<file path="src/rtl/vscale_ihex_pkg.sv">
// Shared types and constants for the Intel-HEX program loader.
package vscale_ihex_pkg;

  typedef enum logic [2:0] {
    ST_IDLE,
    ST_COUNT,
    ST_ADDR,
    ST_TYPE,
    ST_DATA,
    ST_CKSUM,
    ST_DONE,
    ST_ERROR
  } ihex_state_t;

  localparam logic [2:0] ERR_NONE        = 3'd0;
  localparam logic [2:0] ERR_BAD_CHAR    = 3'd1;
  localparam logic [2:0] ERR_CKSUM       = 3'd2;
  localparam logic [2:0] ERR_UNSUPPORTED = 3'd3;
  localparam logic [2:0] ERR_RANGE       = 3'd4;

  localparam logic [7:0] REC_DATA = 8'h00;
  localparam logic [7:0] REC_EOF  = 8'h01;
  localparam logic [7:0] REC_ESA  = 8'h04;
  localparam logic [7:0] REC_SLA  = 8'h05;

  localparam logic [7:0] CH_COLON = 8'h3A;
  localparam logic [7:0] CH_CR    = 8'h0D;
  localparam logic [7:0] CH_LF    = 8'h0A;
  localparam logic [7:0] CH_SPACE = 8'h20;

endpackage

</file>
<file path="src/rtl/vscale_hex_ascii_decode.sv">
// Combinational ASCII hex digit decoder: 0-9, A-F, a-f -> nibble value.
module vscale_hex_ascii_decode (
  input  logic [7:0] in,
  output logic [3:0] nib,
  output logic       is_hex
);

  // Letters A-F / a-f have low nibble 1..6, so value = low nibble + 9.
  always_comb begin
    nib    = 4'h0;
    is_hex = 1'b0;
    if (in >= 8'h30 && in <= 8'h39) begin
      nib    = in[3:0];
      is_hex = 1'b1;
    end else if ((in >= 8'h41 && in <= 8'h46) || (in >= 8'h61 && in <= 8'h66)) begin
      nib    = in[3:0] + 4'd9;
      is_hex = 1'b1;
    end
  end

endmodule

</file>
<file path="src/rtl/vscale_ihex_loader.sv">
// Intel-HEX record parser that writes little-endian 32-bit words into program
// memory and holds the core in reset until a valid EOF record is accepted.
module vscale_ihex_loader
  import vscale_ihex_pkg::*;
#(
  parameter int MEM_WORDS       = 8192,
  parameter int WORD_ADDR_WIDTH = 13
) (
  input  logic                       clk,
  input  logic                       reset,
  input  logic                       rx_valid,
  input  logic [7:0]                 rx_data,
  output logic                       rx_ready,
  output logic                       mem_we,
  output logic [WORD_ADDR_WIDTH-1:0] mem_waddr,
  output logic [31:0]                mem_wdata,
  output logic                       core_reset,
  output logic                       done,
  output logic                       err,
  output logic [2:0]                 err_code
);

  ihex_state_t                state_reg, state_next;
  logic                       lo_phase_reg, lo_phase_next;   // next digit completes a byte
  logic [3:0]                 hi_nib_reg, hi_nib_next;
  logic [7:0]                 byte_cnt_reg, byte_cnt_next;   // bytes done in current field
  logic [7:0]                 bytec_reg, bytec_next;
  logic [15:0]                addr_reg, addr_next;
  logic [7:0]                 rtype_reg, rtype_next;
  logic [7:0]                 sum_reg, sum_next;
  logic [23:0]                word_reg, word_next;           // lower three bytes of current word
  logic [WORD_ADDR_WIDTH-1:0] widx_reg, widx_next;
  logic                       mem_we_reg, mem_we_next;
  logic [WORD_ADDR_WIDTH-1:0] mem_waddr_reg, mem_waddr_next;
  logic [31:0]                mem_wdata_reg, mem_wdata_next;
  logic [2:0]                 err_code_reg, err_code_next;
  logic                       rx_ready_reg, rx_ready_next;

  logic       xfer;
  logic [3:0] nib;
  logic       is_hex;
  logic [7:0] byte_val;
  logic [7:0] sum_add;
  logic       bytec_ok;
  logic [16:0] range_end;

  vscale_hex_ascii_decode u_decode (
    .in    (rx_data),
    .nib   (nib),
    .is_hex(is_hex)
  );

  assign xfer      = rx_valid & rx_ready_reg;
  assign byte_val  = {hi_nib_reg, nib};
  assign sum_add   = sum_reg + byte_val;
  assign bytec_ok  = (bytec_reg[1:0] == 2'b00) && (bytec_reg != 8'd0) && (bytec_reg <= 8'd16);
  assign range_end = {3'b000, addr_reg[15:2]} + {11'b0, bytec_reg[7:2]};

  // State and datapath registers; reset aborts any record in flight.
  always_ff @(posedge clk) begin
    if (!reset) begin
      state_reg     <= ST_IDLE;
      lo_phase_reg  <= 1'b0;
      hi_nib_reg    <= 4'h0;
      byte_cnt_reg  <= 8'd0;
      bytec_reg     <= 8'd0;
      addr_reg      <= 16'd0;
      rtype_reg     <= 8'd0;
      sum_reg       <= 8'd0;
      word_reg      <= 24'd0;
      widx_reg      <= '0;
      mem_we_reg    <= 1'b0;
      mem_waddr_reg <= '0;
      mem_wdata_reg <= 32'd0;
      err_code_reg  <= ERR_NONE;
      rx_ready_reg  <= 1'b0;
    end else begin
      state_reg     <= state_next;
      lo_phase_reg  <= lo_phase_next;
      hi_nib_reg    <= hi_nib_next;
      byte_cnt_reg  <= byte_cnt_next;
      bytec_reg     <= bytec_next;
      addr_reg      <= addr_next;
      rtype_reg     <= rtype_next;
      sum_reg       <= sum_next;
      word_reg      <= word_next;
      widx_reg      <= widx_next;
      mem_we_reg    <= mem_we_next;
      mem_waddr_reg <= mem_waddr_next;
      mem_wdata_reg <= mem_wdata_next;
      err_code_reg  <= err_code_next;
      rx_ready_reg  <= rx_ready_next;
    end
  end

  // Record parser: advances one character per accepted transfer.
  always_comb begin
    state_next     = state_reg;
    lo_phase_next  = lo_phase_reg;
    hi_nib_next    = hi_nib_reg;
    byte_cnt_next  = byte_cnt_reg;
    bytec_next     = bytec_reg;
    addr_next      = addr_reg;
    rtype_next     = rtype_reg;
    sum_next       = sum_reg;
    word_next      = word_reg;
    widx_next      = widx_reg;
    mem_we_next    = 1'b0;
    mem_waddr_next = mem_waddr_reg;
    mem_wdata_next = mem_wdata_reg;
    err_code_next  = err_code_reg;

    if (xfer) begin
      case (state_reg)
        ST_IDLE: begin
          if (rx_data == CH_COLON) begin
            state_next    = ST_COUNT;
            lo_phase_next = 1'b0;
            byte_cnt_next = 8'd0;
            sum_next      = 8'd0;
          end else if (rx_data != CH_CR && rx_data != CH_LF && rx_data != CH_SPACE) begin
            state_next    = ST_ERROR;
            err_code_next = ERR_BAD_CHAR;
          end
        end
        ST_DONE, ST_ERROR: begin
          // characters are swallowed; outcome is already latched
        end
        default: begin
          if (!is_hex) begin
            state_next    = ST_ERROR;
            err_code_next = ERR_BAD_CHAR;
          end else if (!lo_phase_reg) begin
            hi_nib_next   = nib;
            lo_phase_next = 1'b1;
          end else begin
            lo_phase_next = 1'b0;
            sum_next      = sum_add;
            case (state_reg)
              ST_COUNT: begin
                bytec_next    = byte_val;
                byte_cnt_next = 8'd0;
                state_next    = ST_ADDR;
              end
              ST_ADDR: begin
                addr_next     = {addr_reg[7:0], byte_val};
                byte_cnt_next = byte_cnt_reg + 8'd1;
                if (byte_cnt_reg == 8'd1) state_next = ST_TYPE;
              end
              ST_TYPE: begin
                rtype_next    = byte_val;
                byte_cnt_next = 8'd0;
                word_next     = 24'd0;
                widx_next     = WORD_ADDR_WIDTH'(addr_reg[15:2]);
                state_next    = (bytec_reg == 8'd0) ? ST_CKSUM : ST_DATA;
                // Type legality is decided here, before any data byte arrives.
                case (byte_val)
                  REC_DATA: begin
                    if (!bytec_ok || addr_reg[1:0] != 2'b00) begin
                      state_next    = ST_ERROR;
                      err_code_next = ERR_UNSUPPORTED;
                    end else if (range_end > 17'(MEM_WORDS)) begin
                      state_next    = ST_ERROR;
                      err_code_next = ERR_RANGE;
                    end
                  end
                  REC_EOF: begin
                    if (bytec_reg != 8'd0) begin
                      state_next    = ST_ERROR;
                      err_code_next = ERR_UNSUPPORTED;
                    end
                  end
                  REC_ESA, REC_SLA: begin
                  end
                  default: begin
                    state_next    = ST_ERROR;
                    err_code_next = ERR_UNSUPPORTED;
                  end
                endcase
              end
              ST_DATA: begin
                byte_cnt_next = byte_cnt_reg + 8'd1;
                case (byte_cnt_reg[1:0])
                  2'd0: word_next[7:0]   = byte_val;
                  2'd1: word_next[15:8]  = byte_val;
                  2'd2: word_next[23:16] = byte_val;
                  default: begin
                    // Word complete: written now, before the checksum is known.
                    if (rtype_reg == REC_DATA) begin
                      mem_we_next    = 1'b1;
                      mem_waddr_next = widx_reg;
                      mem_wdata_next = {byte_val, word_reg};
                      widx_next      = widx_reg + WORD_ADDR_WIDTH'(1);
                    end
                  end
                endcase
                if (byte_cnt_reg == bytec_reg - 8'd1) state_next = ST_CKSUM;
              end
              ST_CKSUM: begin
                if (sum_add != 8'd0) begin
                  state_next    = ST_ERROR;
                  err_code_next = ERR_CKSUM;
                end else if (rtype_reg == REC_EOF) begin
                  state_next = ST_DONE;
                end else begin
                  state_next = ST_IDLE;
                end
              end
              default: begin
              end
            endcase
          end
        end
      endcase
    end

    rx_ready_next = (state_next != ST_DONE);
  end

  assign rx_ready   = rx_ready_reg;
  assign mem_we     = mem_we_reg;
  assign mem_waddr  = mem_waddr_reg;
  assign mem_wdata  = mem_wdata_reg;
  assign done       = (state_reg == ST_DONE);
  assign err        = (state_reg == ST_ERROR);
  assign core_reset = (state_reg != ST_DONE);
  assign err_code   = err_code_reg;

endmodule

</file>
<file path="config.mk">
export PLATFORM = sky130hd
export DESIGN_NAME = vscale_ihex_loader
export DESIGN_NICKNAME = d
export VERILOG_FILES = /design/src/rtl/vscale_ihex_pkg.sv /design/src/rtl/vscale_hex_ascii_decode.sv /design/src/rtl/vscale_ihex_loader.sv
export SDC_FILE = /design/constraint.sdc
export NUM_CORES = 1
export LEC_CHECK = 0
export ABC_AREA = 1
export CORE_MARGIN = 5
export CORE_UTILIZATION = 35
export CTS_CLUSTER_DIAMETER = 40
export DETAILED_ROUTE_END_ITERATION = 8
export SYNTH_ARGS = -nofsm -noshare
export SYNTH_HDL_FRONTEND = slang
export SYNTH_SLANG_ARGS = --single-unit
</file>
<file path="constraint.sdc">
create_clock -name clk -period 5.4 [get_ports clk]
set_clock_uncertainty 0.1 [all_clocks]
set_input_delay 1.08 -clock clk [delete_from_list [all_inputs] [get_ports clk]]
set_output_delay 1.08 -clock clk [all_outputs]
set_load 0.005 [all_outputs]
</file>
==> results_dict.tcl <==
set metrics [dict create \
    finalHoldViolations 0 \
    path_class "in -> reg" \
    power_density_mw_per_mm2 285 \
    largest_reg_flops 32 \
    crit_start "rx_data[0]" \
    area_growth_pct 20.3 \
    pin_count 64 \
    synth_edf_count 0 \
    cap_violations 0 \
    cts.clk_slew.worst_paths_ns 0.07 \
    finalSetupViolations 0 \
    synth_area_per_cell_um2 7.36 \
    avgViaCountPerCell 5.05 \
    num_antenna_cells 0 \
    drc 0 \
    worst-path-max-fanout 6 \
    grt-ovfl-total 0 \
    antenna_found_initial 0 \
    p_leak_uw 0.00341 \
    grt_pass1_vias 6280 \
    dp.cells 1275 \
    cts_tree "done" \
    drtAntennaViolNets 0 \
    slowest_stage "clkdlybuf4s50_1" \
    met2WireLength_mm 8.14 \
    rrSetupSlack_ns 2.26 \
    status "completed" \
    yosysWarnings 0 \
    critPathBufInv 4 \
    wl_met3_um 844 \
    htree_levels 4 \
    cp-start-kind "input port" \
    syn-num-nets 1008 \
    root_buffer "clkbuf_16" \
    worst_pin_slew_ns 0.970 \
    first_pass_iters 5 \
    slew_headroom 0.353 \
    n_fill_cell 2106 \
    cts_buffer_depth 2 \
    cts_setup_buffers 0 \
    cpLargestDelayFamily "simple AND/OR/NAND/NOR gates" \
    numCtsBuffers 17 \
    ys_ff_latch 143 \
    initial_utilization 0.355 \
    die_width_um 153 \
    dieArea_mm2 0.0234 \
    path_depth 29 \
    highest_layer "met4" \
    reg2reg_depth 9 \
    wl_per_cell_um 14.6 \
    synth_area_mm2 0.00716 \
    drt-met1-wl_mm 9.76 \
    yosys_most_used_dff "dfxtp_1" \
    slew_violations 0 \
    fmax_ghz 0.220 \
    timing.final.crit_period_ns 4.54 \
    wirelength_mm 19.1 \
    track_usage 0.165 \
    r2r_start "state_reg[2]" \
    layout-drive-gt1-share 0.0791 \
    clkLatencyLatePin_ns 0.43 \
    power.total_uw 2450 \
    r2r_end "mem_waddr[7]" \
    holdPathStages 2 \
    crit_path_frequent_cell "nand2_1" \
    nNetsFinal 1060 \
    rsz0062_at_grt "false" \
    layout_common_cells "143 x dfxtp_1, 137 x nand2_1, 125 x o21ai_0" \
    drt-initial-drc-count 403 \
    dp_hpwl_mm 13.3 \
    critical_path_arrival_ns 4.81 \
    final_common_cell "dfxtp_1" \
    period_share 0.840 \
    die_y_um 153 \
    vdd_drop_max_v 0.000195 \
    grt_pass1_wl_mm 32.0 \
    syn_inst 972 \
    io_buffers 63 \
    end_kind "register" \
    final_cells 1307 \
    cp_slowest_stage_delay_ns 0.52 \
    via_count 6605 \
    rows 52 \
    setup_tns_ns 0 \
    core_area_mm2 0.0202 \
    worstSetupEndpoint "rx_ready" \
    required_ns 5.67 \
    async_flop_share 0 \
    place.gp.congestion 0.884 \
    hold_class "reg -> reg" \
    cts_resized 0 \
    synth_seq_area_share 0.400 \
    cts_hold_buf 0 \
    grt_max_degree 112 \
    synth_cell_types 50 \
    cts_sinks 143 \
]
[layer usage]
metal / GRT usage / up-vias
met5: 0 / -
met4: 0.0560 / 0
met3: 0.0286 / 24
met2: 0.251 / 171
met1: 0.236 / 3014
li1: - / 3396
[per-stage QoR]
stage	instance area (µm²)	worst slack (ns)	hold slack [ns]	utilization
5_1_grt	8610	0.391	0.364	0.427
4_1_cts	8610	0.861	0.347	0.427
2_1_floorplan	7160	1.43	0.326	-
3_5_place_dp	8010	0.421	0.337	0.397
3_3_place_gp	8010	0.497	0.333	0.397
6_report	8610	0.864	0.343	0.427
[how the worst min path moves through the flow]
stage                     slack (ns)           from             to
final                           0.34  mem_waddr[12]  mem_waddr[12]
after global routing            0.36   word_reg[20]   word_reg[20]
after CTS                       0.35   mem_wdata[6]   mem_wdata[6]
after detailed placement        0.34   mem_wdata[6]   mem_wdata[6]
after global placement          0.33  mem_waddr[12]  mem_waddr[12]
after floorplan                 0.33   word_reg[12]   word_reg[12]
[synth_stat cells, types with 3 or more instances]
cell | number | area (µm²)
inv_1 | 122 | 458
nor2_1 | 69 | 259
ha_1 | 23 | 288
nor2_2 | 3 | 18.8
nand2_2 | 5 | 31.3
o21a_1 | 6 | 45.0
a211oi_1 | 10 | 75.1
a221oi_1 | 4 | 35.0
a21oi_1 | 97 | 485
buf_2 | 14 | 70.1
o21ai_2 | 5 | 43.8
nor2_4 | 4 | 45.0
nor3_2 | 3 | 30.0
clkbuf_1 | 21 | 78.8
nand4_1 | 15 | 93.8
xor2_1 | 12 | 105
nand3_1 | 42 | 210
nor3_1 | 23 | 115
a31oi_1 | 29 | 181
nor4_1 | 6 | 37.5
dfxtp_1 | 143 | 2860
xnor2_1 | 8 | 70.1
o21ai_0 | 125 | 626
or2_2 | 4 | 25.0
inv_2 | 8 | 30.0
nand2_1 | 137 | 514
[layout make-up]
cell class	instances	area [µm²]	area share
well taps	270	338	0.0392
clock buffers	17	425	0.0494
inverters	133	504	0.0586
clock inverters	15	174	0.0202
flip-flops and latches	143	2860	0.332
multi-input cells	657	3610	0.420
repair buffers	72	693	0.0805
[cells by family after synthesis]
logic type | share of synthesized area
AOI/OAI and AO/OA | 0.227
xor gates and xnor gates | 0.0245
adders and majority gates | 0.0458
buffers and inverters | 0.0949
DFF | 0.400
and+or+nand+nor | 0.208
[worst reg2reg max path, cell delays in order, from the launching register on]
cell and delay (ns):
dfxtp_1 0.59, inv_1 0.23, nor2_2 0.14, buf_4 0.32
inv_1 0.47, nor3_1 0.35, nand2_2 0.12, inv_2 0.40
o21ai_0 0.17, a31oi_1 0.19
[power by group]
group / internal (µW) / switching (µW)
clock network: 697 / 514
registers: 1060 / 10.5
logic: 52.2 / 118
Power figures use the tool's default switching activity.
